File: config.mk
export PLATFORM = sky130hd
export DESIGN_NAME = io_sequencer
export DESIGN_NICKNAME = d
export VERILOG_FILES = /design/src/rtl/io_sequencer.sv
export SDC_FILE = /design/constraint.sdc
export NUM_CORES = 1
export LEC_CHECK = 0
export ABC_AREA = 0
export CAP_MARGIN = 40
export CORE_UTILIZATION = 46
export DETAILED_ROUTE_END_ITERATION = 8
export PLACE_DENSITY = 0.83
export SLEW_MARGIN = 20
export SYNTH_ARGS = -nofsm -noshare
export SYNTH_HDL_FRONTEND = slang
export SYNTH_SLANG_ARGS = --single-unit
export TNS_END_PERCENT = 1
File: constraint.sdc
create_clock -name Clock -period 1.6 [get_ports Clock]
set_input_delay 0.16 -clock Clock [delete_from_list [all_inputs] [get_ports Clock]]
set_output_delay 0.16 -clock Clock [all_outputs]
set_load 0.05 [all_outputs]
File: src/rtl/io_sequencer.sv
// io_sequencer: board I/O handshake between the CPU and the switch/button/display hardware.
// - On an input request it stalls the CPU (Halt) and shows the live switch value.
// - It waits for a debounced press of Swap, captures DataIO and returns it with a
//   one-cycle InValid strobe.
// - On an output request it latches CpuData for the display while the CPU is not halted.
// Optional build macro IO_TIMEOUT_EN: aborts a press wait after TIMEOUT_CYCLES,
// returns 0 and raises the sticky TimedOut flag.
module io_sequencer #(
    parameter logic [15:0] DEBOUNCE_CYCLES = 16'd50000,
    parameter logic [31:0] TIMEOUT_CYCLES  = 32'd500000000
) (
    input  logic        Clock,
    input  logic        Reset,
    input  logic        InReq,
    input  logic        OutReq,
    input  logic [31:0] CpuData,
    input  logic [31:0] DataIO,
    input  logic        Swap,
    input  logic        Type,
    output logic        Halt,
    output logic [31:0] InData,
    output logic        InValid,
    output logic [31:0] DispValue,
    output logic        DispType,
    output logic        TimedOut
);

    typedef enum logic [2:0] {
        IDLE         = 3'd0,
        WAIT_RELEASE = 3'd1,
        WAIT_PRESS   = 3'd2,
        CAPTURE      = 3'd3,
        DONE         = 3'd4
    } state_t;

    state_t      state_reg, state_next;
    logic        halt_reg, halt_next;
    logic        in_valid_reg, in_valid_next;
    logic [31:0] in_data_reg, in_data_next;
    logic        timed_out_reg, timed_out_next;

    logic        sync1_reg, sync2_reg;
    logic [15:0] db_cnt_reg;
    logic        sw_db_reg;
    logic        press_reg;
    logic        db_hit;

    logic [31:0] out_reg;
    logic [31:0] disp_reg;
    logic        disp_type_reg;

    logic        to_hit;
    logic        capture_timeout;

    // Two-flop synchronizer for the asynchronous pushbutton
    always_ff @(posedge Clock) begin
        if (Reset) begin
            sync1_reg <= 1'b0;
            sync2_reg <= 1'b0;
        end else begin
            sync1_reg <= Swap;
            sync2_reg <= sync1_reg;
        end
    end

    assign db_hit = (db_cnt_reg == (DEBOUNCE_CYCLES - 16'd1));

    // Debounce: level must disagree with sw_db for DEBOUNCE_CYCLES cycles before it flips;
    // press_reg pulses for one cycle together with the first high cycle of sw_db
    always_ff @(posedge Clock) begin
        if (Reset) begin
            db_cnt_reg <= 16'd0;
            sw_db_reg  <= 1'b0;
            press_reg  <= 1'b0;
        end else if (sync2_reg == sw_db_reg) begin
            db_cnt_reg <= 16'd0;
            press_reg  <= 1'b0;
        end else if (db_hit) begin
            db_cnt_reg <= 16'd0;
            sw_db_reg  <= ~sw_db_reg;
            press_reg  <= ~sw_db_reg;
        end else begin
            db_cnt_reg <= db_cnt_reg + 16'd1;
            press_reg  <= 1'b0;
        end
    end

`ifdef IO_TIMEOUT_EN
    logic [31:0] to_cnt_reg;

    assign to_hit = (to_cnt_reg == (TIMEOUT_CYCLES - 32'd1));

    // Press-wait timer: zero outside WAIT_PRESS, counts up inside it and parks at the limit
    always_ff @(posedge Clock) begin
        if (Reset) begin
            to_cnt_reg <= 32'd0;
        end else if (state_reg != WAIT_PRESS) begin
            to_cnt_reg <= 32'd0;
        end else if (!to_hit) begin
            to_cnt_reg <= to_cnt_reg + 32'd1;
        end
    end
`else
    // No timer in this build: the press wait never expires (parameter kept for a common interface)
    assign to_hit = (TIMEOUT_CYCLES == 32'd0) & 1'b0;
`endif

    // A timeout only counts when no press arrives in the same cycle
    assign capture_timeout = (state_reg == WAIT_PRESS) && InReq && !press_reg && to_hit;

    // FSM state and registered handshake outputs
    always_ff @(posedge Clock) begin
        if (Reset) begin
            state_reg     <= IDLE;
            halt_reg      <= 1'b0;
            in_valid_reg  <= 1'b0;
            in_data_reg   <= 32'd0;
            timed_out_reg <= 1'b0;
        end else begin
            state_reg     <= state_next;
            halt_reg      <= halt_next;
            in_valid_reg  <= in_valid_next;
            in_data_reg   <= in_data_next;
            timed_out_reg <= timed_out_next;
        end
    end

    // Next-state logic; a dropped InReq abandons the wait, a held one never recaptures
    always_comb begin
        state_next = state_reg;
        case (state_reg)
            IDLE: begin
                if (InReq) state_next = WAIT_RELEASE;
            end
            WAIT_RELEASE: begin
                if (!InReq)         state_next = IDLE;
                else if (!sw_db_reg) state_next = WAIT_PRESS;
            end
            WAIT_PRESS: begin
                if (!InReq)         state_next = IDLE;
                else if (press_reg) state_next = CAPTURE;
                else if (to_hit)    state_next = CAPTURE;
            end
            CAPTURE: begin
                state_next = DONE;
            end
            DONE: begin
                if (!InReq) state_next = IDLE;
            end
            default: begin
                state_next = IDLE;
            end
        endcase
    end

    // Output decode from the next state so Halt, InValid and InData line up with the state
    always_comb begin
        halt_next      = (state_next == WAIT_RELEASE) || (state_next == WAIT_PRESS);
        in_valid_next  = (state_next == CAPTURE);
        in_data_next   = in_data_reg;
        timed_out_next = timed_out_reg;
        if (state_next == CAPTURE) begin
            in_data_next   = capture_timeout ? 32'd0 : DataIO;
            timed_out_next = capture_timeout;
        end
    end

    // Output-instruction latch and display path (live switches while halted)
    always_ff @(posedge Clock) begin
        if (Reset) begin
            out_reg       <= 32'd0;
            disp_reg      <= 32'd0;
            disp_type_reg <= 1'b0;
        end else begin
            if (OutReq) out_reg <= CpuData;
            disp_reg      <= halt_reg ? DataIO : out_reg;
            disp_type_reg <= Type;
        end
    end

    assign Halt      = halt_reg;
    assign InValid   = in_valid_reg;
    assign InData    = in_data_reg;
    assign DispValue = disp_reg;
    assign DispType  = disp_type_reg;
    assign TimedOut  = timed_out_reg;

endmodule

==> metrics.txt <==
Fin. Hold Viols=0; Die Span Y=100 µm; Die ar.=10000 µm²; post-synthesis mux area share=0.147; Post-Route Skew=0.0145 ns; Syn Nets=536; area of the core=9280 µm²; type of origin of the critical path=flop; pin count of the biggest net entering global routing=50; Synth Flop Type=dfxtp_1; Pwr Density=1200 nW/µm²; CTS buffer count=17; Synth area leaders=dfxtp_1, mux2i_1, nor2_1; Ys Warns=0; global route overflow=0; leading area contributor after synthesis=dfxtp_1; top-count cell post-synth=dfxtp_1; clk_lat worst skew=0.51 ns; end point of the critical path=DispValue[8]; Hold Path Class=primary input to flop; routed len/inst=14.9 µm; DR pass1 iterations=4; clock root buffer=clkbuf_8; maximum vdd ir drop=0.000870 V; # IOs=138; sequential area share after synthesis=0.550; Critical Path Source=DispValue[8]; WS Path Type=flop to primary output; Final #Nets=670; Post-Synth Simple-Gate Area=0.191; DRC errors left=0; clock sink count=122; cell family with most CP delay=buffers and inverters; crit path DAT=1.34 ns; EDFF count, synth=0; global-route wire length before repair=18000 µm; Bufs and invs on worst path=1; final setup vio count=0; Total GRT Usage=0.232; share of layout cells above drive strength 1=0.180; Distinct cells, synth=35; Post-DP HPWL=7340 µm; initial antenna violation count=0; critical path depth=1; Die X-Extent=100 µm; Max-Cap Viols=0; fraction of synthesized cell area in xor and xnor cells=0.0296; Max FO, Critical Path=1; syn_area_per_cell=9.54 µm²; slowest CP cell=dlygate4sd2_1; Synth Area in Compound Gates=0.0437; Core Rows=35; TritonCTS clock tree=built; design area=6370 µm²; cell count after synthesis=465; async set or reset register ratio after synthesis=0; DRT antenna net count=0; Max Clk Rate=0.665 GHz; Synth Area in Adders=0.00282; CP required=1.44 ns; P&R area growth vs syn=43.7%; Area after DPL=5780 µm²; pins over their slew limit=0; run status=completed; Final period util=0.940; worst min-delay path startpoint=OutReq; initial core utilization=0.478; largest family of logic cells by synthesized area=simple AND/OR/NAND/NOR gates; vias=3672; static leakage=2.60 nW; Synth Cell Area=4440 µm²; Yosys top cell area share=0.550; CP max stage delay=0.52 ns; Yosys reg bits=122; Vias/cell=4.96; I/O Buffers=136; GP Congestion=0.758; CTS clk-pin slew, worst paths=0.06 ns; critical path, cell by cell=dlygate4sd2_1; final antenna diode count=0; total power=7.63 mW; Crit. End Element=primary output; Clock Tree Buf Depth=2; vias in the first global route=3818; capturing point of the worst reg2reg path=db_cnt_reg[14]; worst-case reg-to-reg path depth=5; min Tclk post-route=1.50 ns; Commonest cells post-synth=dfxtp_1, nor2_1, nand2_1; Routed WL=11100 µm; worst flop-to-flop path startpoint=db_cnt_reg[0]; initial drt markers=128; H-tree depth=4; r2r setup slk=0.1 ns
## cell families (layout without fill, tap and decap cells)
group	Yosys count	count (layout)
muxes	65	65
AOI/OAI and AO/OA	37	37
adders and majority gates	1	1
other	1	1
and+or+nand+nor	191	191
DFF	122	122
xor gates and xnor gates	15	15
buffers and inverters	33	180
## how the worst min path moves through the flow
| stage | to | slack (ns) | cells past startpoint |
|---|---|---|---|
| floorplan | DispType | 0.29 | 1 |
| global placement | sync2_reg | 0.42 | 1 |
| detailed placement | sync2_reg | 0.42 | 1 |
| CTS | out_reg[24] | 0.19 | 4 |
| global route | out_reg[30] | 0.21 | 4 |
| finish | out_reg[23] | 0.18 | 4 |
## through the flow
step | cells | setup slack (ns) | hold WS [ns] | TNS [ns] | util
floorplan | 465 | 0.0952 | 0.288 | 0 | -
global placement | 708 | 0.151 | 0.420 | 0 | 0.623
detailed placement | 708 | 0.0818 | 0.425 | 0 | 0.623
CTS | 741 | 0.0361 | 0.188 | 0 | 0.686
global route | 741 | -0.0184 | 0.206 | -0.0503 | 0.687
finish | 741 | 0.0964 | 0.182 | 0 | 0.687
## where the power goes
group	internal (mW)	switching [mW]
Combinational	0.329	0.385
Sequential	3.14	0.0447
Clock	2.41	1.32
Total	5.88	1.75
## cell usage in the layout, fill, tap and decap left out, types with 4 or more instances in the layout
master	netlist	layout
nor2b_1	6	6
nor3_1	4	4
clkdlybuf4s50_1	0	67
dfxtp_1	122	121
nand3_1	5	5
dlygate4sd2_1	0	5
a21oi_1	33	33
nor2_1	85	85
nand4_1	4	4
clkbuf_16	0	16
nor4_1	4	4
xnor2_1	13	13
mux2i_1	65	65
buf_12	0	5
nand2_1	68	68
buf_4	5	67
## metal layers
| layer | up-vias | global-route usage | share of wire |
|---|---|---|---|
| met1 | 1733 | 0.254 | 0.39 |
| li1 | 1806 | - | - |
| met2 | 114 | 0.394 | 0.51 |
| met5 | - | 0 | 0 |
| met3 | 19 | 0.0961 | 0.080 |
| met4 | 0 | 0.0981 | 0.018 |
## final cells by class
class | instances | area, µm²
Clock buffer | 21 | 439
Clock inverter | 11 | 145
Fill cell | 701 | 2910
Inverter | 2 | 7.51
Multi-Input combinational cell | 310 | 1850
Sequential cell | 122 | 2440
Tap cell | 129 | 161
Timing Repair Buffer | 146 | 1330
## repair_timing
| action | CTS | global route |
|---|---|---|
| resized for setup | 5 | 2 |
| pin swaps | 0 | 1 |
| setup endpoints to repair | 5 | 14 |
| buffers inserted | 0 | 0 |
| hold buffers | 1 | 0 |
| endpoints found under the hold margin | 2 | 0 |
(Power assumes the default switching activity.)
